`src/rtl/load_store_unit_if.sv`:
```
// Request/response bus between the execute stage and the load/store unit.
interface load_store_unit_if;
    logic        req;
    logic [5:0]  op;
    logic [31:0] adrs;
    logic [31:0] wdata;
    logic        busy;
    logic        done;
    logic        fault;
    logic [31:0] rdata;

    modport master (
        output req, op, adrs, wdata,
        input  busy, done, fault, rdata
    );

    modport slave (
        input  req, op, adrs, wdata,
        output busy, done, fault, rdata
    );
endinterface

```
`src/rtl/load_store_unit.sv`:
```
// Multi-cycle load/store sequencer driving a word-granular memory port;
// sub-word stores are done as read-modify-write.
`ifndef N_RAM
`define N_RAM 1024
`endif

module load_store_unit #(
    parameter int N_RAM_WORDS = `N_RAM
) (
    input  logic                     clk_cpu,
    input  logic                     reset,
    load_store_unit_if.slave         cpu,
    output logic [31:0]              mem_adrs,
    output logic [31:0]              mem_data,
    output logic                     mem_we,
    input  logic [31:0]              mem_q
);

    localparam logic [5:0] OP_LB  = 6'h20;
    localparam logic [5:0] OP_LH  = 6'h21;
    localparam logic [5:0] OP_LW  = 6'h23;
    localparam logic [5:0] OP_LBU = 6'h24;
    localparam logic [5:0] OP_LHU = 6'h25;
    localparam logic [5:0] OP_SB  = 6'h28;
    localparam logic [5:0] OP_SH  = 6'h29;
    localparam logic [5:0] OP_SW  = 6'h2B;
    localparam logic [31:0] RAM_LIMIT = N_RAM_WORDS;

    typedef enum logic [1:0] {IDLE, READ, WRITE, DONE} state_t;

    state_t      state;
    logic [5:0]  op_r;
    logic [31:0] adrs_r;
    logic [31:0] wdata_r;
    logic [31:0] merge_r;
    logic [31:0] rdata_r;
    logic        fault_r;

    logic        req_valid;
    logic        req_fault;
    logic        op_r_is_load;
    logic [7:0]  byte_sel;
    logic [15:0] half_sel;
    logic [31:0] load_val;
    logic [31:0] merged;

    // Faults are judged on the raw request so a rejected access never reaches memory.
    always_comb begin
        req_valid = 1'b0;
        req_fault = 1'b0;
        case (cpu.op)
            OP_LB, OP_LBU, OP_SB: req_valid = 1'b1;
            OP_LH, OP_LHU, OP_SH: begin
                req_valid = 1'b1;
                req_fault = cpu.adrs[0];
            end
            OP_LW, OP_SW: begin
                req_valid = 1'b1;
                req_fault = (cpu.adrs[1:0] != 2'b00);
            end
            default: req_valid = 1'b0;
        endcase
        if ({2'b00, cpu.adrs[31:2]} >= RAM_LIMIT)
            req_fault = 1'b1;
    end

    always_comb begin
        op_r_is_load = (op_r == OP_LB) || (op_r == OP_LH) || (op_r == OP_LW) ||
                       (op_r == OP_LBU) || (op_r == OP_LHU);
        byte_sel = mem_q[{adrs_r[1:0], 3'b000} +: 8];
        half_sel = mem_q[{adrs_r[1], 4'b0000} +: 16];
        case (op_r)
            OP_LB:   load_val = {{24{byte_sel[7]}}, byte_sel};
            OP_LBU:  load_val = {24'h000000, byte_sel};
            OP_LH:   load_val = {{16{half_sel[15]}}, half_sel};
            OP_LHU:  load_val = {16'h0000, half_sel};
            default: load_val = mem_q;
        endcase
    end

    always_comb begin
        merged = merge_r;
        if (op_r == OP_SB)
            merged[{adrs_r[1:0], 3'b000} +: 8] = wdata_r[7:0];
        else if (op_r == OP_SH)
            merged[{adrs_r[1], 4'b0000} +: 16] = wdata_r[15:0];
    end

    always_ff @(posedge clk_cpu or posedge reset) begin
        if (reset) begin
            state   <= IDLE;
            op_r    <= 6'd0;
            adrs_r  <= 32'd0;
            wdata_r <= 32'd0;
            merge_r <= 32'd0;
            rdata_r <= 32'd0;
            fault_r <= 1'b0;
        end else begin
            case (state)
                IDLE: begin
                    if (cpu.req && req_valid) begin
                        op_r    <= cpu.op;
                        adrs_r  <= cpu.adrs;
                        wdata_r <= cpu.wdata;
                        fault_r <= req_fault;
                        if (req_fault)
                            state <= DONE;
                        else if (cpu.op == OP_SW)
                            state <= WRITE;
                        else
                            state <= READ;
                    end
                end
                READ: begin
                    if (op_r_is_load) begin
                        rdata_r <= load_val;
                        state   <= DONE;
                    end else begin
                        merge_r <= mem_q;
                        state   <= WRITE;
                    end
                end
                WRITE:   state <= DONE;
                DONE:    state <= IDLE;
                default: state <= IDLE;
            endcase
        end
    end

    // Every strobe is decoded straight from the state flop so async reset kills it at once.
    assign mem_we    = (state == WRITE);
    assign mem_adrs  = {adrs_r[31:2], 2'b00};
    assign mem_data  = (state != WRITE) ? 32'd0 : ((op_r == OP_SW) ? wdata_r : merged);
    assign cpu.busy  = (state != IDLE);
    assign cpu.done  = (state == DONE);
    assign cpu.fault = (state == DONE) && fault_r;
    assign cpu.rdata = rdata_r;

endmodule

```
`src/flat_wrapper.sv`:
```
// flat-port wrapper written by rule: the top's interface ports become plain ports
module load_store_unit_flat 
#(
    parameter int N_RAM_WORDS = `N_RAM
)
  (clk_cpu, reset, mem_adrs, mem_data, mem_we, mem_q, cpu_req, cpu_op, cpu_adrs, cpu_wdata, cpu_busy, cpu_done, cpu_fault, cpu_rdata);
  load_store_unit_if cpu_i ();
  input  logic clk_cpu;
  input  logic reset;
  output logic [31:0] mem_adrs;
  output logic [31:0] mem_data;
  output logic mem_we;
  input  logic [31:0] mem_q;
  input wire logic [$bits(cpu_i.req)-1:0] cpu_req;
  input wire logic [$bits(cpu_i.op)-1:0] cpu_op;
  input wire logic [$bits(cpu_i.adrs)-1:0] cpu_adrs;
  input wire logic [$bits(cpu_i.wdata)-1:0] cpu_wdata;
  output wire logic [$bits(cpu_i.busy)-1:0] cpu_busy;
  output wire logic [$bits(cpu_i.done)-1:0] cpu_done;
  output wire logic [$bits(cpu_i.fault)-1:0] cpu_fault;
  output wire logic [$bits(cpu_i.rdata)-1:0] cpu_rdata;
  assign cpu_i.req = cpu_req;
  assign cpu_i.op = cpu_op;
  assign cpu_i.adrs = cpu_adrs;
  assign cpu_i.wdata = cpu_wdata;
  assign cpu_busy = cpu_i.busy;
  assign cpu_done = cpu_i.done;
  assign cpu_fault = cpu_i.fault;
  assign cpu_rdata = cpu_i.rdata;
  load_store_unit #(.N_RAM_WORDS(N_RAM_WORDS)) u_core (.clk_cpu(clk_cpu), .reset(reset), .cpu(cpu_i), .mem_adrs(mem_adrs), .mem_data(mem_data), .mem_we(mem_we), .mem_q(mem_q));
endmodule
```
`config.mk`:
```
export PLATFORM = sky130hd
export DESIGN_NAME = load_store_unit_flat
export DESIGN_NICKNAME = d
export VERILOG_FILES = /design/src/rtl/load_store_unit_if.sv /design/src/rtl/load_store_unit.sv /design/src/flat_wrapper.sv
export SDC_FILE = /design/constraint.sdc
export NUM_CORES = 1
export LEC_CHECK = 0
export BUFFER_PORTS_ARGS = -buffer_cell sky130_fd_sc_hd__clkbuf_2
export CORE_UTILIZATION = 57
export DETAILED_ROUTE_END_ITERATION = 7
export GPL_ROUTABILITY_DRIVEN = 0
export PLACE_DENSITY = 0.87
export SKIP_LAST_GASP = 1
export SLEW_MARGIN = 20
export SYNTH_ARGS = -nofsm -noshare
export SYNTH_HDL_FRONTEND = slang
export SYNTH_SLANG_ARGS = --single-unit
```
`constraint.sdc`:
```
create_clock -name clk_cpu -period 8.8 [get_ports clk_cpu]
set_input_delay 1.76 -clock clk_cpu [delete_from_list [all_inputs] [get_ports clk_cpu]]
set_output_delay 1.76 -clock clk_cpu [all_outputs]
set_load 0.02 [all_outputs]
```
* Word-level counts from Yosys, hierarchy flattened *
Cells that the tools add are included.

operators by class
  add/subtract/negate cells = 2
  order comparisons = 1
  equality and inequality tests = 21
  shift-type cells = 6
  muxes and demuxes = 15
  bitwise logic cells = 1
  reductions and logical operators = 15

operator list
  kind                                                                                   number
  32-bit 2-to-1 mux                                                                      4
  32-bit case mux with 4 select lines                                                    1
  6-bit equality test, second input constant                                             16
  32-bit bitwise mux                                                                     2
  16-bit by 7-bit variable shift with 32-bit output, first input constant                1
  8-bit by 7-bit variable shift with 32-bit output, first input constant                 1
  16-bit by 7-bit indexed part select with 32-bit output                                 1
  32-bit by 6-bit indexed part select with 16-bit output                                 1
  32-bit by 6-bit indexed part select with 8-bit output                                  1
  8-bit by 7-bit indexed part select with 32-bit output                                  1
  30-bit by 11-bit greater-or-equal comparator with 1-bit output, second input constant  1
  5-bit negator with 7-bit output                                                        2
  2-bit case mux with 4 select lines                                                     1
  8-bit OR reduction                                                                     1
  2-bit 2-to-1 mux                                                                       3
  2-bit AND reduction                                                                    3
  2-bit equality test, second input constant                                             2
  1-bit logical OR                                                                       4
  2-bit nonzero test                                                                     2
  1-bit 2-to-1 mux                                                                       3
  3-bit OR reduction                                                                     1
  2-bit by 1-bit equality test with 1-bit output, second input constant                  1
  1-bit logical AND                                                                      2
  2-bit logical NOT                                                                      1
  5 further kinds                                                                        5

storage, ports and cells
  flip-flop bits (word level) = 137
  input bits = 105

* Depth between registers and ports, before layout *
Gate-level depths: netlist of run 1.

  depth in word-level cells = 7
  gate-level depth with buffers = 9
  depth with buffers taken out = 7

* Worst setup path before layout of run 1 *
No wires, ideal clock.

  path type = register -> output
  start point = register u_core.adrs_r[1]
  end point = output mem_data[31]
  data arrival time = 2.161 ns
  path slack = 4.879 ns
  stages on the path, launching flop included = 10
  buffers on the path = 2
  path through = dfrtp_1 -> buf_6 -> clkinv_1 -> ha_1 -> nor4bb_1 -> clkbuf_1 -> a221oi_1 -> o21ai_0 -> o2111ai_1 -> o21ai_0

between the ends
  longest elaborated chain between the ends = 7
  elaborated cells between the ends (all ways) = 12

ends and longest elaborated chain
  what                                                                                                                                RTL line                source
  from (decl)                                                                                                                         load_store_unit.sv:33   logic [31:0] adrs_r;
  from (signal assigned)                                                                                                              load_store_unit.sv:103  adrs_r <= cpu.adrs;
  5-bit negator with 7-bit output                                                                                                     load_store_unit.sv:86   merged[{adrs_r[1], 4'b0000} +: 16] = wdata_r[15:0];
  16-bit by 7-bit indexed part select with 32-bit output / 16-bit by 7-bit variable shift with 32-bit output (equally long branches)  load_store_unit.sv:86
  32-bit bitwise mux                                                                                                                  load_store_unit.sv:86
  32-bit 2-to-1 mux                                                                                                                   load_store_unit.sv:85   else if (op_r == OP_SH)
  32-bit 2-to-1 mux *                                                                                                                 load_store_unit.sv:83   if (op_r == OP_SB)
  32-bit 2-to-1 mux * (2 in series)                                                                                                   load_store_unit.sv:133  assign mem_data = (state != WRITE) ? 32'd0 : ((op_r == OP_SW) ? wdata_r : merged);
  to (decl)                                                                                                                           flat_wrapper.sv:11      output logic [31:0] mem_data;

Mark *: on every way between the ends. The rest lies on a longest branch, timed or not.

* Final worst setup path of run 1 *
  start point = register u_core.adrs_r[1]
  end point = output mem_data[24]

The elaborated chain is that of the path after synthesis.

==> results of run 1 <==
==> state kept, by name, indices dropped and copies added, names as in the netlist <==
name / count
u_core.adrs_r: 32
u_core.cpu.rdata: 32
u_core.fault_r: 1
u_core.merge_r: 32
u_core.op_r: 6
u_core.state: 2
u_core.wdata_r: 32
==> cell usage after synthesis, types with 2 or more instances <==
cell type,number
nand3_1,4
a221oi_1,17
o2111ai_1,8
buf_4,32
clkbuf_1,21
nor2b_1,4
ha_1,10
a22o_1,9
dfrtp_1,137
nor3_1,18
o22ai_1,7
a22oi_1,15
nor4b_1,2
nand3b_1,2
nand2_1,65
mux2_2,93
and3_1,4
a21oi_1,32
a21oi_2,10
mux2_1,3
and2_1,3
buf_6,6
a31oi_1,9
nor4_1,8
nor2_1,55
nor4bb_1,2
nand2b_1,4
buf_2,13
o21ai_0,47
inv_1,9
==> routing by layer <==
layer  GRT usage (%)  vias to the layer above  part of all wire, %  wire length [um]
met2            48.0                      373                   46              8820
met1            41.6                     2902                   41              7820
li1                -                     2718                    -                 -
met5               0                        -                    0                 0
met3            6.96                       65                  9.8              1890
met4            13.9                        0                  3.5               679
==> worst max-delay path, delay by kind of cell, from the launching register on <==
kind                     cells  cell delay (ps)
AO/OA/AOI/OAI                4              660
adder cells (fa/ha/maj)      1              450
buffers and inverters        3              960
flip-flops                   1              940
AND/OR/NAND/NOR              1              320
==> stage by stage <==
stage	cells	setup WS, ps	hold WS, ps	utilization (%)	cell area, um2
after floorplan	675	3370	444	-	7110
after global placement	976	4020	466	65.6	7910
after detailed placement	976	3940	468	65.6	7910
after CTS	1007	3320	482	70.3	8480
after global routing	1007	3050	509	70.4	8490
final	1007	3280	480	70.4	8490
==> power by group <==
group	switching [W]	total, W	internal (W)	leakage [nW]
registers	0.000267	0.00119	0.000927	1.65
clock network	0.000269	0.000692	0.000422	0.269
logic	0.000857	0.00144	0.000585	2.10
==> kinds of logic (layout without fill, tap and decap cells) <==
logic type / count (synthesis) / in the layout / synth area share [%]
AO/OA/AOI/OAI: 166 / 166 / 15.7
other: 1 / 2 / 0.0528
AND/OR/NAND/NOR: 178 / 178 / 11.5
buffers and inverters: 84 / 248 / 7.01
multiplexers: 98 / 98 / 15.7
flip-flops: 137 / 137 / 48.3
adder cells (fa/ha/maj): 10 / 10 / 1.76
==> layout make-up <==
| type | instances | share of cell area (%) |
|---|---|---|
| Tap cell | 168 | 2.48 |
| Sequential cell | 137 | 40.4 |
| Timing Repair Buffer | 207 | 12.3 |
| Multi-Input combinational cell | 454 | 37.6 |
| Clock inverter | 11 | 1.44 |
| Inverter | 10 | 0.501 |
| Clock buffer | 20 | 5.26 |
==> cell usage in the layout, fill, tap and decap left out, types with 3 or more instances in the layout <==
cell        netlist  final
a22oi_1          15     15
inv_6             0      3
inv_1             9      8
o2111ai_1         8      8
nor4_1            8      8
buf_4            32      5
nand3_1           4      3
a31oi_1           9      9
mux2_2           93     93
nand2b_1          4      4
nand2_1          65     64
nor2_1           55     55
o21ai_0          47     47
nor2b_1           4      4
clkbuf_2          1    202
nor3_1           18     18
dfrtp_1         137    137
a21oi_2          10     10
ha_1             10      9
a221oi_1         17     17
a21oi_1          32     32
clkbuf_16         0     17
and3_1            4      4
clkinvlp_4        0      4
mux2_1            3      3
o22ai_1           7      7
clkinv_2          0      3
a22o_1            9      9
==> path summary, 6_finish.rpt <==
kind,end,slack [ps],cells past startpoint
min in group asynchronous,u_core.wdata_r[7],1430,2
max in group asynchronous,u_core.cpu.rdata[3],6130,3
min,u_core.cpu.rdata[6],480,2
min reg2reg,u_core.cpu.rdata[6],480,2
max reg2reg,u_core.cpu.rdata[28],6210,5
max,mem_data[24],3280,9
==> reports/qor.csv, run 1 <==
stage,metric,value,unit
outcome,run status,"finished, final reports clean",
timing,setup total negative slack,0,ps
critical_path,type of the setup path with the least slack,reg -> out,
clock_tree,number of clock sinks seen by CTS,137,
synthesis,number of synthesized flops with an enable pin,0,
floorplanning,number of cell rows,40,
clock_tree,maximum root-to-sink buffer count,2,
synthesis,cell type with the largest total area after synthesis,dfrtp_1,
critical_path,CP arrival,3760,ps
route,number of DRC violations after detailed routing,0,
synthesis,Synth warnings,0,
critical_path,most repeated library cell on the critical path,o21ai_0,
final_layout,diode insertion count for antenna repair,0,
synthesis,fraction of the yosys area taken by sequential cells,48.3,%
synthesis,"FF+latch count, synth",137,
critical_path,Critical Path Start,u_core.adrs_r[1],
hold_path,Min-Delay Startpoint,u_core.cpu.rdata[6],
synthesis,average size of a mapped cell,10.5,um2
placed_design,count of buffers from port buffering,202,
placed_design,Final HPWL DP,13800,um
timing,max frequency,0.181,GHz
timing,unrepaired setup endpoints after global routing,false,
clock_tree,Root Buffer,clkbuf_16,
final_layout,share of cells above drive strength 1,42.0,%
critical_path,element type at the critical path end,output pin,
clock_tree,"Clk pin slew, worst setup/hold paths",60,ps
timing,share of the clock period used by the worst path,62.7,%
clock_tree,Max H-tree Level,4,
floorplanning,number of primary I/O pins,205,
global_route,number of antenna violations at the first check in global routing,0,
synthesis,ys async rst share,100,%
route,number of optimization iterations in the first detailed-route pass,6,
route,mean number of vias per cell,6.02,
final_layout,sequential cell area,3430,um2
clock_tree,number of clock buffers inserted by TritonCTS,17,
critical_path,Critical Path Start Type,flip-flop,
global_route,via count of the first global-routing pass,5659,
critical_path,"slowest stage delay, CP",940,ps
timing,worst slew slack as a fraction of its limit,38.8,%
synthesis,synth unique cells,55,
power,Power Dens Cells,392,nW/um2
timing,pins over their slew limit,0,
power,peak supply drop,215,uV
floorplanning,initial cell density of the core,58.9,%
timing,Final setup viols,0,
clock_tree,clk_lat worst skew,420,ps
critical_path,ordered list of cells on the worst path,clkinv_1 > ha_1 > nor4bb_1 > buf_4 > a221oi_1 > o21ai_0 > o2111ai_1 > o21ai_0 > clkbuf_2,
floorplanning,Die Footprint,12900,um2
final_layout,Total Nets Final,942,
critical_path,maximum fanout along the worst path,29,
synthesis,biggest area contributors in the synthesized netlist,"dfrtp_1 48%, mux2_2 15%, nand2_1 3.4%, buf_4 3.4%, o21ai_0 3.3%",
global_route,overall track demand over capacity in global routing,30.8,%
timing,Max Clock Skew,6.13,ps
route,"wirelength, routed",19200,um
timing,time the final worst path needs with I/O delays and setup,5520,ps
global_route,first-pass GRT wire length,30000,um
clock_tree,CTS tree,done,
synthesis,area share of the largest cell type after synthesis,48.3,%
route,violation count after the first detailed-routing iteration,640,
critical_path,required time of the critical path,7040,ps
global_route,pin count of the biggest net entering global routing,79,
timing,total count of hold-check failures in the final report,0,
clock_tree,quantity of hold-fixing buffers added after cts,0,
critical_path,cell type of the slowest stage on the worst timing path,dfrtp_1,
final_layout,Area growth syn-to-layout,19.5,%
timing,Tightest Pin Transition,918,ps
floorplanning,height of the chip,114,um
floorplanning,horizontal die dimension,114,um
route,antenna violation net count after detailed routing,0,
route,DR vias,6058,
hold_path,path category of the worst min-delay check,reg -> reg,
final_layout,combined area of the multi-input logic cells,3190,um2
critical_path,worst r2r src,u_core.adrs_r[1],
route,wire length per cell after detailed routing,19.1,um
power,Overall Power,0.00333,W
synthesis,primary flip-flop cell chosen by synthesis mapping,dfrtp_1,
final_layout,Filler Cell Count,926,
floorplanning,Core Region,12100,um2
synthesis,synthesized instance count,674,
clock_tree,number of post-CTS setup repair buffers,0,
clock_tree,cts repair resizes,0,
synthesis,Post-Synthesis Cell Area,7100,um2
job,MaxCap Viol Count,0,
power,static leakage,4.02,nW
global_route,overflow left after global routing,0,
Power figures use the tool's default switching activity.
==> run 2: changes to the inputs <==
CORE_UTILIZATION = 53   (was 57)
PLACE_DENSITY = 0.81   (was 0.87)
clock period = 5.4 ns   (was 8.8 ns; I/O delays follow)
==> reports/qor.csv, run 2 (synthesis gave the netlist of run 1 again) <==
stage,metric,value,unit,change
route,"wirelength, routed",19100,um,"was 19,200 um"
critical_path,maximum fanout along the worst path,34,,was 29
power,static leakage,4.05,nW,was 4.02 nW
clock_tree,clk_lat worst skew,420,ps,about the same
clock_tree,CTS tree,done,,unchanged
timing,share of the clock period used by the worst path,74.6,%,
power,net switching share of the total power,41.7,%,was 41.9%
clock_tree,quantity of hold-fixing buffers added after cts,0,,unchanged
clock_tree,number of clock buffers inserted by TritonCTS,17,,unchanged
clock_tree,Root Buffer,clkbuf_16,,unchanged
final_layout,"leading cell types in the layout, fill and taps excluded","202 x clkbuf_2, 137 x dfrtp_1, 93 x mux2_2, 64 x nand2_1, 55 x nor2_1",,unchanged
final_layout,fin cells,1015,,"was 1,007"
power,sequential power share,35.9,%,about the same
route,mean number of vias per cell,5.88,,was 6.02
floorplanning,horizontal die dimension,118,um,was 114 um
floorplanning,Core Region,12800,um2,"was 12,100 um2"
critical_path,required time of the critical path,4320,ps,was 7040 ps
timing,time the final worst path needs with I/O delays and setup,4030,ps,
clock_tree,maximum root-to-sink buffer count,2,,unchanged
route,number of DRC violations after detailed routing,0,,unchanged
global_route,overall track demand over capacity in global routing,28.9,%,was 30.8%
timing,max frequency,0.248,GHz,
power,clock share of power,21.1,%,was 20.8%
critical_path,CP arrival,2950,ps,was 3760 ps
job,MaxCap Viol Count,0,,unchanged
global_route,global-route track usage on met3,7.75,%,was 6.96%
timing,total count of hold-check failures in the final report,0,,unchanged
final_layout,Total Nets Final,945,,was 942
route,wire length per cell after detailed routing,18.9,um,was 19.1 um
critical_path,element type at the critical path end,output pin,,unchanged
route,antenna violation net count after detailed routing,0,,unchanged
global_route,overflow left after global routing,0,,unchanged
floorplanning,initial cell density of the core,55.4,%,was 58.9%
placed_design,count of buffers from port buffering,202,,unchanged
clock_tree,Max H-tree Level,4,,unchanged
final_layout,combined area of the multi-input logic cells,3180,um2,was 3190 um2
floorplanning,number of cell rows,41,,was 40
power,Power Dens Cells,637,nW/um2,was 392 nW/um2
global_route,pin count of the biggest net entering global routing,93,,was 79
floorplanning,number of primary I/O pins,205,,unchanged
placed_design,Final HPWL DP,13900,um,"was 13,800 um"
timing,worst slew slack as a fraction of its limit,26.0,%,was 38.8%
final_layout,diode insertion count for antenna repair,0,,unchanged
final_layout,Filler Cell Count,1061,,was 926
clock_tree,"Clk pin slew, worst setup/hold paths",60,ps,about the same
final_layout,Area growth syn-to-layout,20.0,%,was 19.5%
critical_path,type of the setup path with the least slack,reg -> out,,unchanged
final_layout,share of cells above drive strength 1,42.0,%,about the same
global_route,routing layer with the top usage in global route,met2,,unchanged
global_route,number of antenna violations at the first check in global routing,0,,unchanged
timing,Final setup viols,0,,unchanged
clock_tree,number of post-CTS setup repair buffers,0,,unchanged
route,number of optimization iterations in the first detailed-route pass,6,,unchanged
route,DR vias,5970,,"was 6,058"
timing,unrepaired setup endpoints after global routing,false,,unchanged
clock_tree,number of clock sinks seen by CTS,137,,unchanged
final_layout,"most common cell after layout, fill and taps aside",clkbuf_2,,unchanged
route,violation count after the first detailed-routing iteration,471,,was 640
global_route,global routing usage on met1,40.1,%,was 41.6%
power,share of total power in combinational logic,43.0,%,was 43.3%
power,peak supply drop,384,uV,was 215 uV
global_route,via count of the first global-routing pass,5807,,"was 5,659"
timing,Tightest Pin Transition,1110,ps,was 918 ps
placed_design,number of placed instances with taps included,983,,was 976
global_route,GR Util met2,43.0,%,was 48.0%
floorplanning,height of the chip,118,um,was 114 um
outcome,run status,"finished, final reports clean",,unchanged
hold_path,path category of the worst min-delay check,reg -> reg,,unchanged
clock_tree,cts repair resizes,0,,unchanged
floorplanning,Die Footprint,13900,um2,"was 12,900 um2"
timing,setup total negative slack,0,ps,unchanged
critical_path,Critical Path Start Type,flip-flop,,unchanged
timing,Max Clock Skew,4.86,ps,was 6.13 ps
power,Internal Dissipation,0.00317,W,was 0.00193 W
power,sw power,0.00226,W,was 0.00139 W
timing,pins over their slew limit,0,,unchanged
final_layout,sequential cell area,3430,um2,unchanged
global_route,first-pass GRT wire length,30900,um,"was 30,000 um"
## run 2: cell types whose count changed in the layout (fill, tap and decap cells not counted), sizes merged
cell      previous run  this run
clkbuf             222       223
buf                  5         8
clkinv               4         9
inv                 11         9
clkinvlp             4         1
## run 2: routing by layer
metal / wire [um] / part of all wire [%] / vias up
li1: - / - / 2719
met1: 8020 / 42 / 2883
met2: 8840 / 46 / 314
met3: 1790 / 9.4 / 54
met4: 499 / 2.6 / 0
met5: 0 / 0 / -
## run 2: area by class of cell
cell class                 count  area share [%]
clock inverter                11            1.44
sequential                   137            40.2
inverter                      10           0.499
tap                          172            2.52
timing repair buffer         210            12.6
multi-input combinational    454            37.4
clock buffer                  21            5.40
## run 2: worst max-delay path: stages (launching register included)
cell	delay (ps)
dfrtp_1	1080
nand2_1	480
a21boi_2	460
a22oi_1	140
a21oi_1	180
clkbuf_2	190
## run 2: worst paths after layout
path | from | to | slack (ps) | cells past startpoint
max in group asynchronous | reset | u_core.cpu.rdata[31] | 3450 | 3
min in group asynchronous | reset | u_core.wdata_r[29] | 800 | 2
hold / removal | u_core.cpu.rdata[6] | u_core.cpu.rdata[6] | 480 | 2
hold reg to reg | u_core.cpu.rdata[6] | u_core.cpu.rdata[6] | 480 | 2
setup / recovery | u_core.op_r[0] | mem_data[20] | 1370 | 5
setup reg to reg | u_core.op_r[0] | u_core.cpu.rdata[29] | 2630 | 5
## run 2: metrics by stage
step	util (%)	area (um2)	power (W)	setup slack (ps)	hold WS (ps)
after floorplan	-	7110	0.00365	652	444
after global placement	61.9	7940	0.00422	1970	466
final	66.5	8520	0.00543	1370	480
after global routing	66.5	8520	0.00576	1140	513
after detailed placement	61.9	7940	0.00427	1930	471
after CTS	66.4	8520	0.00543	1470	485
## run 2: power by group through the flow
| stage | registers, W | logic, W | clock network (W) |
|---|---|---|---|
| final | 0.00195 | 0.00234 | 0.00114 |
| after detailed placement | 0.00194 | 0.00233 | 0 |
| after floorplan | 0.00190 | 0.00175 | 0 |
| after CTS | 0.00193 | 0.00234 | 0.00115 |
| after global placement | 0.00193 | 0.00229 | 0 |
| after global routing | 0.00201 | 0.00255 | 0.00121 |
==> run 3: changes to the inputs <==
ABC_AREA = 1   (was unset)
CORE_UTILIZATION = 54   (was 53)
clock period = 3.75 ns   (was 5.4 ns; I/O delays follow)
==> reports/qor.csv, run 3 <==
stage,metric,value,unit,change
outcome,run status,"finished, final reports clean",,unchanged
clock_tree,number of post-CTS setup repair buffers,0,,unchanged
timing,worst slew slack as a fraction of its limit,44.8,%,was 26.0%
placed_design,count of buffers from port buffering,202,,unchanged
job,MaxCap Viol Count,0,,unchanged
timing,setup total negative slack,0,ps,unchanged
power,static leakage,5.40,nW,was 4.05 nW
floorplanning,number of primary I/O pins,205,,unchanged
timing,time the final worst path needs with I/O delays and setup,3260,ps,
route,number of optimization iterations in the first detailed-route pass,8,,was 6
critical_path,Critical Path Start Type,flip-flop,,unchanged
clock_tree,number of clock sinks seen by CTS,137,,unchanged
synthesis,synth unique cells,33,,was 55
critical_path,maximum fanout along the worst path,13,,was 34
timing,Max Clock Skew,4.21,ps,was 4.86 ps
placed_design,number of placed instances with taps included,1497,,was 983
synthesis,"FF+latch count, synth",137,,unchanged
timing,max frequency,0.307,GHz,
timing,pins over their slew limit,0,,unchanged
synthesis,area share of the largest cell type after synthesis,41.4,%,was 48.3%
synthesis,Post-Synthesis Cell Area,8280,um2,was 7100 um2
critical_path,Critical R2R Capture,u_core.merge_r[9],,was u_core.cpu.rdata[29]
power,peak supply drop,479,uV,was 384 uV
synthesis,Synth warnings,0,,unchanged
clock_tree,number of clock buffers inserted by TritonCTS,17,,unchanged
route,mean number of vias per cell,5.36,,was 5.88
critical_path,CP arrival,2510,ps,was 2950 ps
synthesis,ys async rst share,100,%,unchanged
timing,total count of hold-check failures in the final report,0,,unchanged
clock_tree,"Clk pin slew, worst setup/hold paths",60,ps,about the same
final_layout,diode insertion count for antenna repair,0,,unchanged
critical_path,CP Capture Point,mem_data[28],,was mem_data[20]
global_route,pin count of the biggest net entering global routing,131,,was 93
critical_path,Critical Path Start,u_core.adrs_r[1],,was u_core.op_r[0]
clock_tree,clk_lat worst skew,420,ps,about the same
synthesis,number of synthesized flops with an enable pin,0,,unchanged
critical_path,type of the setup path with the least slack,reg -> out,,unchanged
synthesis,average size of a mapped cell,6.94,um2,was 10.5 um2
route,wire length per cell after detailed routing,14.7,um,was 18.9 um
timing,Tightest Pin Transition,828,ps,was 1110 ps
critical_path,length in cells of the worst reg-to-reg path,9,,was 5
critical_path,element type at the critical path end,output pin,,unchanged
synthesis,fraction of the yosys area taken by sequential cells,41.4,%,was 48.3%
floorplanning,horizontal die dimension,126,um,was 118 um
placed_design,Area after DPL,9100,um2,was 7940 um2
critical_path,worst r2r src,u_core.op_r[1],,was u_core.op_r[0]
floorplanning,number of cell rows,44,,was 41
final_layout,Filler Cell Count,1357,,"was 1,061"
final_layout,"most common cell after layout, fill and taps aside",nand2_1,,was clkbuf_2
timing,final worst-path setup slack,489,ps,was 1370 ps
final_layout,fin cells,1529,,"was 1,015"
timing,share of the clock period used by the worst path,87.0,%,
route,violation count after the first detailed-routing iteration,835,,was 471
route,antenna violation net count after detailed routing,0,,unchanged
route,number of DRC violations after detailed routing,0,,unchanged
placed_design,setup slack at placement,978,ps,was 1930 ps
clock_tree,cts repair resizes,0,,unchanged
timing,unrepaired setup endpoints after global routing,false,,unchanged
synthesis,biggest area contributors in the synthesized netlist,"dfrtp_1 41%, nand2_1 18%, o21ai_0 7.5%, inv_1 5.8%, a21oi_1 4.2%",,"was dfrtp_1 48%, mux2_2 15%, nand2_1 3.4%, buf_4 3.4%, o21ai_0 3.3%"
final_layout,Area growth syn-to-layout,17.3,%,was 20.0%
clock_tree,CTS tree,done,,unchanged
critical_path,reg-to-reg setup timing slack,1150,ps,was 2630 ps
route,DR vias,8201,,"was 5,970"
placed_design,Final HPWL DP,16300,um,"was 13,900 um"
power,Power Dens Cells,939,nW/um2,was 637 nW/um2
floorplanning,Core Region,14800,um2,"was 12,800 um2"
global_route,first-pass GRT wire length,36600,um,"was 30,900 um"
clock_tree,maximum root-to-sink buffer count,2,,unchanged
power,Overall Power,0.00911,W,was 0.00543 W
synthesis,synthesized instance count,1193,,was 674
global_route,via count of the first global-routing pass,7459,,"was 5,807"
final_layout,share of cells above drive strength 1,20.0,%,was 42.0%
synthesis,primary flip-flop cell chosen by synthesis mapping,dfrtp_1,,unchanged
synthesis,cell types with the highest counts after synthesis,"392 x nand2_1, 137 x dfrtp_1, 129 x inv_1",,"was 137 x dfrtp_1, 93 x mux2_2, 65 x nand2_1"
critical_path,required time of the critical path,3000,ps,was 4320 ps
synthesis,cell with the most instances after synthesis,nand2_1,,was dfrtp_1
clock_tree,Max H-tree Level,4,,unchanged
floorplanning,height of the chip,126,um,was 118 um
clock_tree,Root Buffer,clkbuf_16,,unchanged
floorplanning,initial cell density of the core,56.1,%,was 55.4%
timing,Final setup viols,0,,unchanged
final_layout,"leading cell types in the layout, fill and taps excluded","392 x nand2_1, 202 x clkbuf_2, 137 x dfrtp_1, 128 x inv_1, 124 x o21ai_0",,"was 202 x clkbuf_2, 137 x dfrtp_1, 93 x mux2_2, 64 x nand2_1, 55 x nor2_1"
final_layout,Total Nets Final,1447,,was 945
clock_tree,quantity of hold-fixing buffers added after cts,0,,unchanged
synthesis,cell type with the largest total area after synthesis,dfrtp_1,,unchanged
global_route,overall track demand over capacity in global routing,29.1,%,was 28.9%
global_route,number of antenna violations at the first check in global routing,0,,unchanged
global_route,overflow left after global routing,0,,unchanged
route,"wirelength, routed",22500,um,"was 19,100 um"
final_layout,summed area of non-filler cells in the final layout,9710,um2,was 8520 um2
floorplanning,Die Footprint,15800,um2,"was 13,900 um2"
hold_path,path category of the worst min-delay check,in -> async,,was reg -> reg
==> run 3: changes by cell type after synthesis, sizes merged, moves of 15 or more <==
cell / before / now
nand3: 4 / 69
o211ai: 0 / 18
a21oi: 42 / 69
nor2: 57 / 72
buf: 52 / 67
nor3: 18 / 3
inv: 9 / 137
o21ai: 48 / 169
nand2: 65 / 396
a221oi: 17 / 0
mux2: 96 / 0
a22oi: 15 / 0
==> run 3: cell type report <==
cell class,count,area (um2),share of cell area (%)
clock buffer,17,425,4.38
clock inverter,15,178,1.83
inverter,137,518,5.34
multi-input combinational,826,3820,39.3
sequential,137,3430,35.3
tap,184,230,2.37
timing repair buffer,213,1110,11.4
==> run 3: how the worst min path moves through the flow <==
stage	startpoint	end	slack [ps]	cells past startpoint
floorplan	u_core.wdata_r[16]	u_core.wdata_r[16]	450	2
global placement	u_core.cpu.rdata[31]	u_core.cpu.rdata[31]	460	2
detailed placement	u_core.cpu.rdata[25]	u_core.cpu.rdata[25]	470	2
CTS	reset	u_core.adrs_r[26]	420	2
global route	reset	u_core.adrs_r[26]	450	2
finish	reset	u_core.adrs_r[26]	400	2
==> run 3: report_power, final <==
part | switching [W] | internal [W]
Combinational | 0.00329 | 0.00152
Clock | 0.000664 | 0.00105
Sequential | 0.000424 | 0.00216
Total | 0.00438 | 0.00474
==> run 3: worst max-delay path, stage by stage (launching register included) <==
cell and delay, ps:
dfrtp_1 430, inv_2 220, ha_1 310, nor2_1 400, nand3_1 150, o211ai_1 150, nand2_1 100, a21oi_1 130
clkbuf_2 190
==> run 3: metal layers <==
layer / GRT usage [%] / up-vias / wire (um) / share of wire, %
met1: 38.1 / 3735 / 9370 / 42
li1: - / 4049 / - / -
met4: 12.6 / 0 / 624 / 2.8
met5: 0 / - / 0 / 0
met2: 47.3 / 367 / 10700 / 48
met3: 5.69 / 50 / 1790 / 7.9
==> run 3: cells by family (layout without fill, tap and decap cells) <==
| group | after synthesis | in the layout | synth area share (%) |
|---|---|---|---|
| AOI/OAI and AO/OA | 269 | 269 | 17.3 |
| adders and majority gates | 10 | 10 | 1.51 |
| buffers and inverters | 231 | 382 | 12.7 |
| DFF | 137 | 137 | 41.4 |
| muxes | 1 | 1 | 0.121 |
| other | 1 | 2 | 0.0453 |
| and+or+nand+nor | 544 | 544 | 26.9 |
==> run 3: through the flow <==
stage,util [%],hold slack (ps)
after floorplan,-,448
after global placement,61.7,464
after detailed placement,61.7,466
after CTS,65.8,419
after global routing,65.8,449
final,65.8,400
